==> src/rtl/wb_port_arbiter.sv <==
// wb_port_arbiter
// Arbitrates the single register-file write port between load returns and
// execute-stage results. Loads cannot be stalled, so they always take the
// port; execute results are parked in a small FIFO and drain whenever the
// port is free. A registered output stage drives the register file.
//
// Ports
//   clk, rst_n                  clock, async active-low reset
//   ex_valid/ex_ready           execute result handshake
//   ex_rd, ex_wd_sel            destination and source select (10 = PC+4)
//   ex_alu_result, ex_pc4       candidate write data
//   ld_valid, ld_rd, ld_data    load return, consumed the cycle it is valid
//   rf_we/rf_waddr/rf_wdata     register-file write port
//   wd_sel                      source of current write: 00 ALU, 01 DRAM, 10 PC+4
//   chk_rs/chk_hit              pending-destination lookup for hazard logic
//   stall_cnt                   saturating count of refused execute offers
module wb_port_arbiter #(
  parameter int DATA_W = 32,
  parameter int ADDR_W = 5,
  parameter int DEPTH  = 2,
  parameter int CNT_W  = 16
) (
  input  logic              clk,
  input  logic              rst_n,
  input  logic              ex_valid,
  output logic              ex_ready,
  input  logic [ADDR_W-1:0] ex_rd,
  input  logic [1:0]        ex_wd_sel,
  input  logic [DATA_W-1:0] ex_alu_result,
  input  logic [DATA_W-1:0] ex_pc4,
  input  logic              ld_valid,
  input  logic [ADDR_W-1:0] ld_rd,
  input  logic [DATA_W-1:0] ld_data,
  output logic              rf_we,
  output logic [ADDR_W-1:0] rf_waddr,
  output logic [DATA_W-1:0] rf_wdata,
  output logic [1:0]        wd_sel,
  input  logic [ADDR_W-1:0] chk_rs,
  output logic              chk_hit,
  output logic [CNT_W-1:0]  stall_cnt
);

  localparam int PTR_W = (DEPTH > 1) ? $clog2(DEPTH) : 1;
  localparam int LVL_W = $clog2(DEPTH) + 1;

  localparam logic [1:0] SEL_ALU  = 2'b00;
  localparam logic [1:0] SEL_DRAM = 2'b01;
  localparam logic [1:0] SEL_PC4  = 2'b10;

  logic [ADDR_W-1:0] fifo_rd_q   [DEPTH];
  logic [ADDR_W-1:0] fifo_rd_d   [DEPTH];
  logic [1:0]        fifo_sel_q  [DEPTH];
  logic [1:0]        fifo_sel_d  [DEPTH];
  logic [DATA_W-1:0] fifo_data_q [DEPTH];
  logic [DATA_W-1:0] fifo_data_d [DEPTH];

  logic [PTR_W-1:0]  wr_ptr_q, wr_ptr_d;
  logic [PTR_W-1:0]  rd_ptr_q, rd_ptr_d;
  logic [LVL_W-1:0]  count_q, count_d;
  logic              init_q;

  logic              rf_we_q, rf_we_d;
  logic [ADDR_W-1:0] rf_waddr_q, rf_waddr_d;
  logic [DATA_W-1:0] rf_wdata_q, rf_wdata_d;
  logic [1:0]        wd_sel_q, wd_sel_d;
  logic [CNT_W-1:0]  stall_cnt_q, stall_cnt_d;

  logic              push, pop;
  logic [PTR_W-1:0]  scan_idx;
  logic              hit;

  // init_q keeps ex_ready low during reset and for the release cycle,
  // since an empty FIFO would otherwise report ready while held in reset.
  assign ex_ready = init_q && (count_q < LVL_W'(DEPTH));
  assign push     = ex_valid && ex_ready;
  assign pop      = !ld_valid && (count_q != '0);

  always_comb begin
    fifo_rd_d   = fifo_rd_q;
    fifo_sel_d  = fifo_sel_q;
    fifo_data_d = fifo_data_q;
    wr_ptr_d    = wr_ptr_q;
    rd_ptr_d    = rd_ptr_q;
    count_d     = count_q;

    // Data is resolved here so the queue only carries the final write value.
    if (push) begin
      fifo_rd_d[wr_ptr_q] = ex_rd;
      if (ex_wd_sel == SEL_PC4) begin
        fifo_sel_d[wr_ptr_q]  = SEL_PC4;
        fifo_data_d[wr_ptr_q] = ex_pc4;
      end else begin
        fifo_sel_d[wr_ptr_q]  = SEL_ALU;
        fifo_data_d[wr_ptr_q] = ex_alu_result;
      end
      wr_ptr_d = wr_ptr_q + PTR_W'(1);
    end
    if (pop) begin
      rd_ptr_d = rd_ptr_q + PTR_W'(1);
    end
    case ({push, pop})
      2'b10:   count_d = count_q + LVL_W'(1);
      2'b01:   count_d = count_q - LVL_W'(1);
      default: count_d = count_q;
    endcase
  end

  // Output stage: a consumed slot always updates address/data/select, but
  // writes to x0 are suppressed through the enable only.
  always_comb begin
    rf_we_d    = 1'b0;
    rf_waddr_d = rf_waddr_q;
    rf_wdata_d = rf_wdata_q;
    wd_sel_d   = wd_sel_q;
    if (ld_valid) begin
      rf_we_d    = (ld_rd != '0);
      rf_waddr_d = ld_rd;
      rf_wdata_d = ld_data;
      wd_sel_d   = SEL_DRAM;
    end else if (pop) begin
      rf_we_d    = (fifo_rd_q[rd_ptr_q] != '0);
      rf_waddr_d = fifo_rd_q[rd_ptr_q];
      rf_wdata_d = fifo_data_q[rd_ptr_q];
      wd_sel_d   = fifo_sel_q[rd_ptr_q];
    end
  end

  always_comb begin
    stall_cnt_d = stall_cnt_q;
    if (ex_valid && !ex_ready && (stall_cnt_q != '1)) begin
      stall_cnt_d = stall_cnt_q + CNT_W'(1);
    end
  end

  // Only occupied slots (counted from the head) take part in the lookup.
  always_comb begin
    hit      = 1'b0;
    scan_idx = '0;
    for (int i = 0; i < DEPTH; i++) begin
      scan_idx = rd_ptr_q + PTR_W'(i);
      if ((LVL_W'(i) < count_q) && (fifo_rd_q[scan_idx] == chk_rs)) begin
        hit = 1'b1;
      end
    end
    if (rf_we_q && (rf_waddr_q == chk_rs)) begin
      hit = 1'b1;
    end
    chk_hit = hit && (chk_rs != '0);
  end

  always_ff @(posedge clk or negedge rst_n) begin
    if (!rst_n) begin
      for (int i = 0; i < DEPTH; i++) begin
        fifo_rd_q[i]   <= '0;
        fifo_sel_q[i]  <= '0;
        fifo_data_q[i] <= '0;
      end
      wr_ptr_q    <= '0;
      rd_ptr_q    <= '0;
      count_q     <= '0;
      init_q      <= 1'b0;
      rf_we_q     <= 1'b0;
      rf_waddr_q  <= '0;
      rf_wdata_q  <= '0;
      wd_sel_q    <= '0;
      stall_cnt_q <= '0;
    end else begin
      fifo_rd_q   <= fifo_rd_d;
      fifo_sel_q  <= fifo_sel_d;
      fifo_data_q <= fifo_data_d;
      wr_ptr_q    <= wr_ptr_d;
      rd_ptr_q    <= rd_ptr_d;
      count_q     <= count_d;
      init_q      <= 1'b1;
      rf_we_q     <= rf_we_d;
      rf_waddr_q  <= rf_waddr_d;
      rf_wdata_q  <= rf_wdata_d;
      wd_sel_q    <= wd_sel_d;
      stall_cnt_q <= stall_cnt_d;
    end
  end

  assign rf_we     = rf_we_q;
  assign rf_waddr  = rf_waddr_q;
  assign rf_wdata  = rf_wdata_q;
  assign wd_sel    = wd_sel_q;
  assign stall_cnt = stall_cnt_q;

endmodule

==> config.mk <==
export PLATFORM = sky130hd
export DESIGN_NAME = wb_port_arbiter
export DESIGN_NICKNAME = d
export VERILOG_FILES = /design/src/rtl/wb_port_arbiter.sv
export SDC_FILE = /design/constraint.sdc
export NUM_CORES = 1
export LEC_CHECK = 0
export CORE_MARGIN = 2
export CORE_UTILIZATION = 45
export CTS_CLUSTER_DIAMETER = 100
export DETAILED_ROUTE_END_ITERATION = 10
export PLACE_DENSITY = 0.75
export SKIP_LAST_GASP = 1
export SYNTH_ARGS = -nofsm -noshare
export SYNTH_HDL_FRONTEND = slang
export SYNTH_SLANG_ARGS = --single-unit
==> constraint.sdc <==
create_clock -name clk -period 2.6 [get_ports clk]
set_input_delay 0.52 -clock clk [delete_from_list [all_inputs] [get_ports clk]]
set_output_delay 0.52 -clock clk [all_outputs]
set_load 0.03 [all_outputs]
==> flow_metrics.py, run 1 <==
metrics = {
    "synthesis": {
        "synth.cell_area_um2": 6534,
        "synth-compound-area-share": 0.1210,
        "synthTopCellsByArea": "dfrtp_1, mux2i_1, o21ai_0",
        "synth_top_area_frac": 0.5324,
        "synth_flop_cell": "dfrtp_1",
        "synthSimpleGateAreaFrac": 0.1258,
        "muxShareOfSynthArea": 0.1404,
        "yosysWarningCount": 0,
        "syn_inst": 657,
        "synth.avg_cell_area_um2": 9.945,
        "yosysUniqueCellTypes": 34,
        "synth_top_family_by_area": "multiplexers",
        "synth-async-reset-ratio": 1.000,
        "seq_area_frac_synth": 0.5324,
        "ys_ff_latch": 139,
        "yosys.area.top_type": "dfrtp_1",
        "syn-num-nets": 778,
        "synth_fa_ha_area_frac": 0.007660,
        "synth-xor-area-share": 0.04155,
        "synth-edff-count": 0,
    },
    "place": {
        "place.gp.congestion": 0.9491,
        "port_buffers": 174,
        "hpwl_mm": 11.15,
    },
    "final_layout": {
        "multi_input_area_um2": 2960,
        "nNetsFinal": 961,
        "fillCellCount": 1095,
        "drive_gt1_frac": 0.1079,
        "antenna-diode-count": 0,
        "seq_area_um2": 3480,
        "area_growth_pct": 43.93,
    },
    "route": {
        "antenna_left": 0,
        "drc": 0,
        "via_count": 5403,
        "routed_wl_mm": 16.35,
        "firstDrtPassIters": 5,
        "drtIter0Drc": 306,
        "wl_per_cell_um": 15.77,
        "vias_per_cell": 5.210,
    },
    "setup_path": {
        "critPathMaxFanout": 3,
        "cp_data_required_time_ps": 2080,
        "crit_path_end_kind": "output port",
        "cp_data_arrival_time_ps": 2290,
        "worst_setup_path_start_kind": "input port",
        "worstSetupPathType": "in -> out",
    },
    "outcome": {
        "outcome": "complete, but fails checks",
        "violations": "negative setup slack",
    },
    "sta": {
        "hold_slack_ps": 41.88,
        "hold_viol": 0,
        "final.setup.worst_slack_ps": -207.9,
        "grt_setup_unrepaired": "true",
        "setup_viol_count_final": 1,
        "period_minus_slack_ps": 2808,
        "slew_headroom": 0.5292,
        "clock_skew_ps": 9.057,
        "fin_crit_sh": 1.080,
        "finalSetupTns_ps": -207.9,
        "slew_viol_final": 0,
        "worst_pin_slew_ps": 706.2,
        "max_freq_mhz": 356.1,
    },
    "cts": {
        "cts.sinks": 139,
        "cts_tree": "yes",
        "cts-buffers-inserted": 17,
        "clk-insertion-delay-late_ps": 420,
        "cts.reportedPaths.clkPinSlew_ps": 60,
        "root_buffer": "clkbuf_16",
        "htree_levels": 4,
        "cts.path.max_buffers": 2,
    },
    "power": {
        "irDropWorstVdd_mv": 0.6463,
        "power_density_nw_per_um2": 1168,
        "p_leak_nw": 4.255,
    },
    "global_routing": {
        "grt_pass1_wl_mm": 27.14,
        "antenna_found_initial": 0,
        "grt_start_max_net_pins": 79,
        "track_usage": 0.2173,
        "grt_overflow": 0,
        "grt_pass1_vias": 5550,
    },
    "floorplan": {
        "fp.dieW_um": 124.5,
        "core_area_um2": 14370,
        "fp.dieH_um": 124.5,
        "initial_core_util": 0.4547,
        "ios": 175,
        "dieArea_um2": 15500,
        "rows": 44,
    },
    "flow_run": {
        "cap_violations": 0,
    },
    "min_path": {
        "hold_path.class": "in -> async",
    },
}
layout make-up:
class	count	area share
clock buffer	18	0.04564
clock inverter	14	0.02555
inverter	5	0.001996
multi-input combinational	472	0.3148
sequential	139	0.3700
tap	184	0.02448
timing repair buffer	205	0.2175
per-stage QoR:
stage | std cells | area [um2] | worst slack (ps) | total power, mW | utilization
floorplan | 657 | 6534 | 347.2 | 6.350 | -
global placement | 993 | 8514 | 11.95 | 7.668 | 0.5926
detailed placement | 993 | 8514 | -72.67 | 7.819 | 0.5926
CTS | 1036 | 9397 | -202.7 | 10.99 | 0.6540
global route | 1037 | 9404 | -301.6 | 11.65 | 0.6545
finish | 1037 | 9404 | -207.9 | 10.98 | 0.6545
cell usage in the layout (no fill, tap or decap), types with 2 or more instances in the layout:
cell | netlist | final
and3_1 | 2 | 2
buf_4 | 1 | 25
dfrtp_1 | 139 | 138
nor3_1 | 5 | 5
a211oi_1 | 3 | 3
mux2_2 | 11 | 10
nand2_1 | 83 | 83
o21ai_0 | 75 | 75
clkdlybuf4s50_1 | 0 | 171
inv_6 | 0 | 3
nor4_1 | 4 | 4
clkbuf_16 | 0 | 17
mux2_1 | 2 | 2
buf_6 | 1 | 3
nor2b_1 | 3 | 3
mux2i_1 | 77 | 72
clkinv_2 | 0 | 2
nand2b_1 | 3 | 2
a21oi_1 | 66 | 66
nor2_1 | 79 | 78
ha_1 | 4 | 3
xnor2_1 | 14 | 14
xor2_1 | 17 | 17
clkinvlp_4 | 0 | 2
nand4_1 | 6 | 6
buf_12 | 0 | 4
bufinv_16 | 0 | 6
mux2i_4 | 0 | 5
nand3_1 | 4 | 3
inv_1 | 5 | 5
or4_1 | 3 | 2
a21o_1 | 3 | 3
path summary, 6_finish.rpt:
path	from	end	slack, ps	cells after the start
worst max-delay path	chk_rs[1]	chk_hit	-210	7
worst min-delay path	rst_n	rf_waddr[2]$_DFFE_PN0P_	40	1
worst max register to register	count_q[1]$_DFFE_PN0P_	rf_waddr[1]$_DFFE_PN0P_	410	7
worst min register to register	fifo_data_q[21]$_DFFE_PN0P_	fifo_data_q[21]$_DFFE_PN0P_	480	2
max in group asynchronous	rst_n	fifo_data_q[53]$_DFFE_PN0P_	1890	2
min in group clk	fifo_data_q[21]$_DFFE_PN0P_	fifo_data_q[21]$_DFFE_PN0P_	480	2
Yosys cell counts (all sizes together) (5+ instances only):
master,count
inv,5
nor2,80
nand2,83
xnor2,14
clkbuf,26
nor3,5
dfrtp,139
buf,15
mux2i,77
xor2,17
o21ai,75
mux2,13
a21oi,66
nand4,7
worst max-delay path, cell delays in order:
cell,delay [ps]
clkdlybuf4s50_1,480
or4_1,570
nor2_2,230
nor4_1,100
nand2_1,110
o311ai_4,110
buf_6,150
timing repair:
item / 4_1_cts / 5_1_grt
gates resized for setup: 22 / 0
setup buffers: 11 / 1
setup endpoints to repair: 1 / 1
hold buffers: 0 / 0
pin swaps: 6 / 0
report_power, final:
part           internal (mW)  total (mW)  switching, mW  leakage [nW]
combinational           2.13        4.56           2.43          2.25
clock                   1.81        2.74          0.938         0.321
sequential              3.06        3.68          0.616          1.68
routing by layer:
metal  vias up  track usage  routed length [um]
met1      2565       0.2765                7067
met2       184       0.3568                8052
met4         0      0.09848                 380
li1       2622            -                   -
met3        32      0.04725                 854
met5         -            0                   0
state kept, by name (all words and copies together), names as in the netlist, named ones only:
signal       flops
rf_waddr         5
wr_ptr_q         1
rf_we            1
count_q          2
rd_ptr_q         1
rf_wdata        32
stall_cnt       16
init_q           1
wd_sel           2
fifo_data_q     64
fifo_sel_q       2
fifo_rd_q       10
kinds of logic (layout without fill, tap and decap cells):
kind of cell    after synthesis  count (layout)
compound gates              150             150
xor+xnor                     31              31
fa+ha+maj                     4               4
buf+inv                      46             242
flops                       139             139
mux                          90              90
other cells                   1               1
simple gates                196             196
Power figures use the tool's default switching activity.
==> run 2: changes to the inputs <==
==> constraint.sdc (replaced) <==
create_clock -name clk -period 2.86 [get_ports clk]
set_input_delay 0.572 -clock clk [delete_from_list [all_inputs] [get_ports clk]]
set_output_delay 0.572 -clock clk [all_outputs]
set_load 0.03 [all_outputs]
==> run 2 against run 1 <==
The run still ends with negative setup slack left. Clock skew up 2.2 ps. Power down 12%. Flip-flop and latch count unchanged. Sequential power down 9.2%. Register-to-register slack better by 420 ps. Worst setup slack better by 180 ps. Global-route usage down 0.072 points. First-iteration DRC count down 0.98%. Final cell count down 1.2%. Sequential share of layout area up 0.76 points. Via count down 0.83%. Critical endpoint unchanged. Highest routed layer unchanged.
==> flow_metrics.py, run 2 (synthesis results as in run 1) <==
metrics = {
    "sta": {
        "max_freq_mhz": 346.8,
        "slew_viol_final": 0,
        "slew_headroom": 0.4913,
        "setup_viol_count_final": 1,
        "fin_crit_sh": 1.008,
        "hold_viol": 0,
        "period_minus_slack_ps": 2884,
        "worst_pin_slew_ps": 763.1,
        "clock_skew_ps": 11.21,
        "final.setup.worst_slack_ps": -23.79,
        "grt_setup_unrepaired": "true",
    },
    "setup_path": {
        "critPathMaxFanout": 8,
        "reg2regPathDepth": 6,
        "timing.rr.start": "count_q[1]$_DFFE_PN0P_",
        "reg2reg_slack_ps": 830,
        "r2r-end": "rf_wdata[1]$_DFFE_PN0P_",
        "cp_data_arrival_time_ps": 2310,
        "cp_data_required_time_ps": 2290,
        "worstSetupPathType": "reg -> out",
        "worst_setup_path_start_kind": "register",
        "crit_path_end_kind": "output port",
    },
    "final_layout": {
        "largest_register_ffs": 64,
        "antenna-diode-count": 0,
        "area_growth_pct": 41.04,
        "drive_gt1_frac": 0.09037,
        "nNetsFinal": 949,
        "mostFrequentLayoutCells": "clkdlybuf4s50_1, dfrtp_1, nand2_1, nor2_1, o21ai_0",
        "layout_commonest_cell": "clkdlybuf4s50_1",
        "regMostFlops": "fifo_data_q",
        "design_area_um2": 9215,
    },
    "global_routing": {
        "grt_overflow": 0,
        "antenna_found_initial": 0,
        "grt_pass1_wl_mm": 27.12,
        "grt_start_max_net_pins": 84,
        "track_usage": 0.2166,
        "grt_pass1_vias": 5445,
    },
    "floorplan": {
        "fp.dieH_um": 124.5,
        "initial_core_util": 0.4547,
        "fp.dieW_um": 124.5,
        "ios": 175,
        "dieArea_um2": 15500,
        "rows": 44,
        "core_area_um2": 14370,
    },
    "route": {
        "drc": 0,
        "vias_per_cell": 5.227,
        "firstDrtPassIters": 4,
        "drtIter0Drc": 303,
        "routed_wl_mm": 16.42,
        "wl_per_cell_um": 16.02,
        "via_count": 5358,
        "antenna_left": 0,
    },
    "flow_run": {
        "cap_violations": 0,
    },
    "cts": {
        "cts.sinks": 139,
        "cts-buffers-inserted": 17,
        "cts_hold_buf": 0,
        "cts_tree": "yes",
        "cts.path.max_buffers": 2,
        "cts.reportedPaths.clkPinSlew_ps": 60,
        "clk-insertion-delay-late_ps": 420,
        "htree_levels": 4,
        "root_buffer": "clkbuf_16",
    },
    "min_path": {
        "hold_path.class": "in -> async",
    },
    "place": {
        "port_buffers": 174,
        "placed_cell_area_um2": 8457,
        "place.gp.congestion": 0.9288,
        "hpwl_mm": 11.32,
        "pre_cts_ws_ps": 50.33,
    },
    "power": {
        "netSwitchingPower_mw": 3.548,
        "clock_power_share": 0.245,
        "p_leak_nw": 4.168,
        "irDropWorstVdd_mv": 0.5827,
        "internal_power_mw": 6.127,
        "power_density_nw_per_um2": 1050,
        "power.share.combinational": 0.410,
        "seq_power_share": 0.345,
        "switching_share": 0.3667,
    },
    "outcome": {
        "outcome": "complete, but fails checks",
        "violations": "negative setup slack",
    },
}
==> run 2: cell types whose count changed in the layout (fill, tap and decap cells not counted), moves of 2 or more <==
cell and change:
buf_6 -2, buf_4 -8, bufinv_16 -2, clkbuf_8 +4, inv_6 -3
==> run 2: metal layers <==
metal  track usage  vias to the layer above  routed length (um)
met5             0                        -                   0
met4       0.08592                        0                 455
met3       0.05541                       35                 749
met2        0.3481                      159                7835
met1        0.2819                     2569                7382
li1              -                     2595                   -
==> run 2: what timing repair did <==
item                       in CTS  in global routing
pin swaps                       1                  0
gates resized for setup         8                  1
setup endpoints to repair       1                  1
buffers inserted                4                  2
==> run 2: per-stage QoR <==
| stage | util | setup TNS (ps) | total power [mW] | instances | hold WS (ps) |
|---|---|---|---|---|---|
| finish | 0.6413 | -23.79 | 9.675 | 1025 | 189.7 |
| global route | 0.6413 | -88.19 | 10.30 | 1025 | 247.8 |
| CTS | 0.6397 | -24.30 | 9.673 | 1023 | 211.2 |
| detailed placement | 0.5886 | 0 | 7.098 | 987 | 470.0 |
| global placement | 0.5886 | 0 | 6.953 | 987 | 461.1 |
| floorplan | - | 0 | 5.773 | 657 | 276.4 |
==> run 2: cell type report <==
class	count	area, um2
Clock buffer	22	484.2
Clock inverter	10	162.7
Fill cell	1093	5154
Inverter	5	18.77
Multi-Input combinational cell	472	2924
Sequential cell	139	3480
Tap cell	184	230.2
Timing Repair Buffer	193	1916
==> run 2: power groups by stage <==
stage                     Combinational [mW]  Clock (mW)  Sequential, mW
after floorplan                         2.04           0            3.73
after global placement                  3.65           0            3.31
after detailed placement                3.74           0            3.36
after CTS                               3.93        2.41            3.33
after global routing                    4.34        2.51            3.45
final                                   3.97        2.37            3.34
==> run 2: worst max path at each step <==
stage / from / to / slack, ps / depth (start not counted)
global route: rd_ptr_q$_DFFE_PN0P_ / chk_hit / -90 / 7
global placement: chk_rs[2] / chk_hit / 120 / 6
finish: rd_ptr_q$_DFFE_PN0P_ / chk_hit / -20 / 7
detailed placement: chk_rs[0] / chk_hit / 50 / 6
floorplan: rd_ptr_q$_DFFE_PN0P_ / chk_hit / 560 / 6
CTS: rd_ptr_q$_DFFE_PN0P_ / chk_hit / -20 / 7
==> run 2: critical path, stage by stage, from the launching register on <==
cell and delay (ps):
dfrtp_2 410, buf_12 150, buf_4 150, mux2_4 320, xor2_1 150, or4_1 410
o311ai_1 90, buf_4 210
==> run 3: changes to the inputs <==
--- a/config.mk
+++ b/config.mk
@@ -8,8 +8,10 @@
 export CORE_MARGIN = 2
 export CORE_UTILIZATION = 45
 export CTS_CLUSTER_DIAMETER = 100
+export CTS_CLUSTER_SIZE = 12
 export DETAILED_ROUTE_END_ITERATION = 10
 export PLACE_DENSITY = 0.75
+export SETUP_SLACK_MARGIN = 0.1
 export SKIP_LAST_GASP = 1
 export SYNTH_ARGS = -nofsm -noshare
 export SYNTH_HDL_FRONTEND = slang
==> results of run 3 <==
Final layout, timing and power as in run 2 (identical DEF).
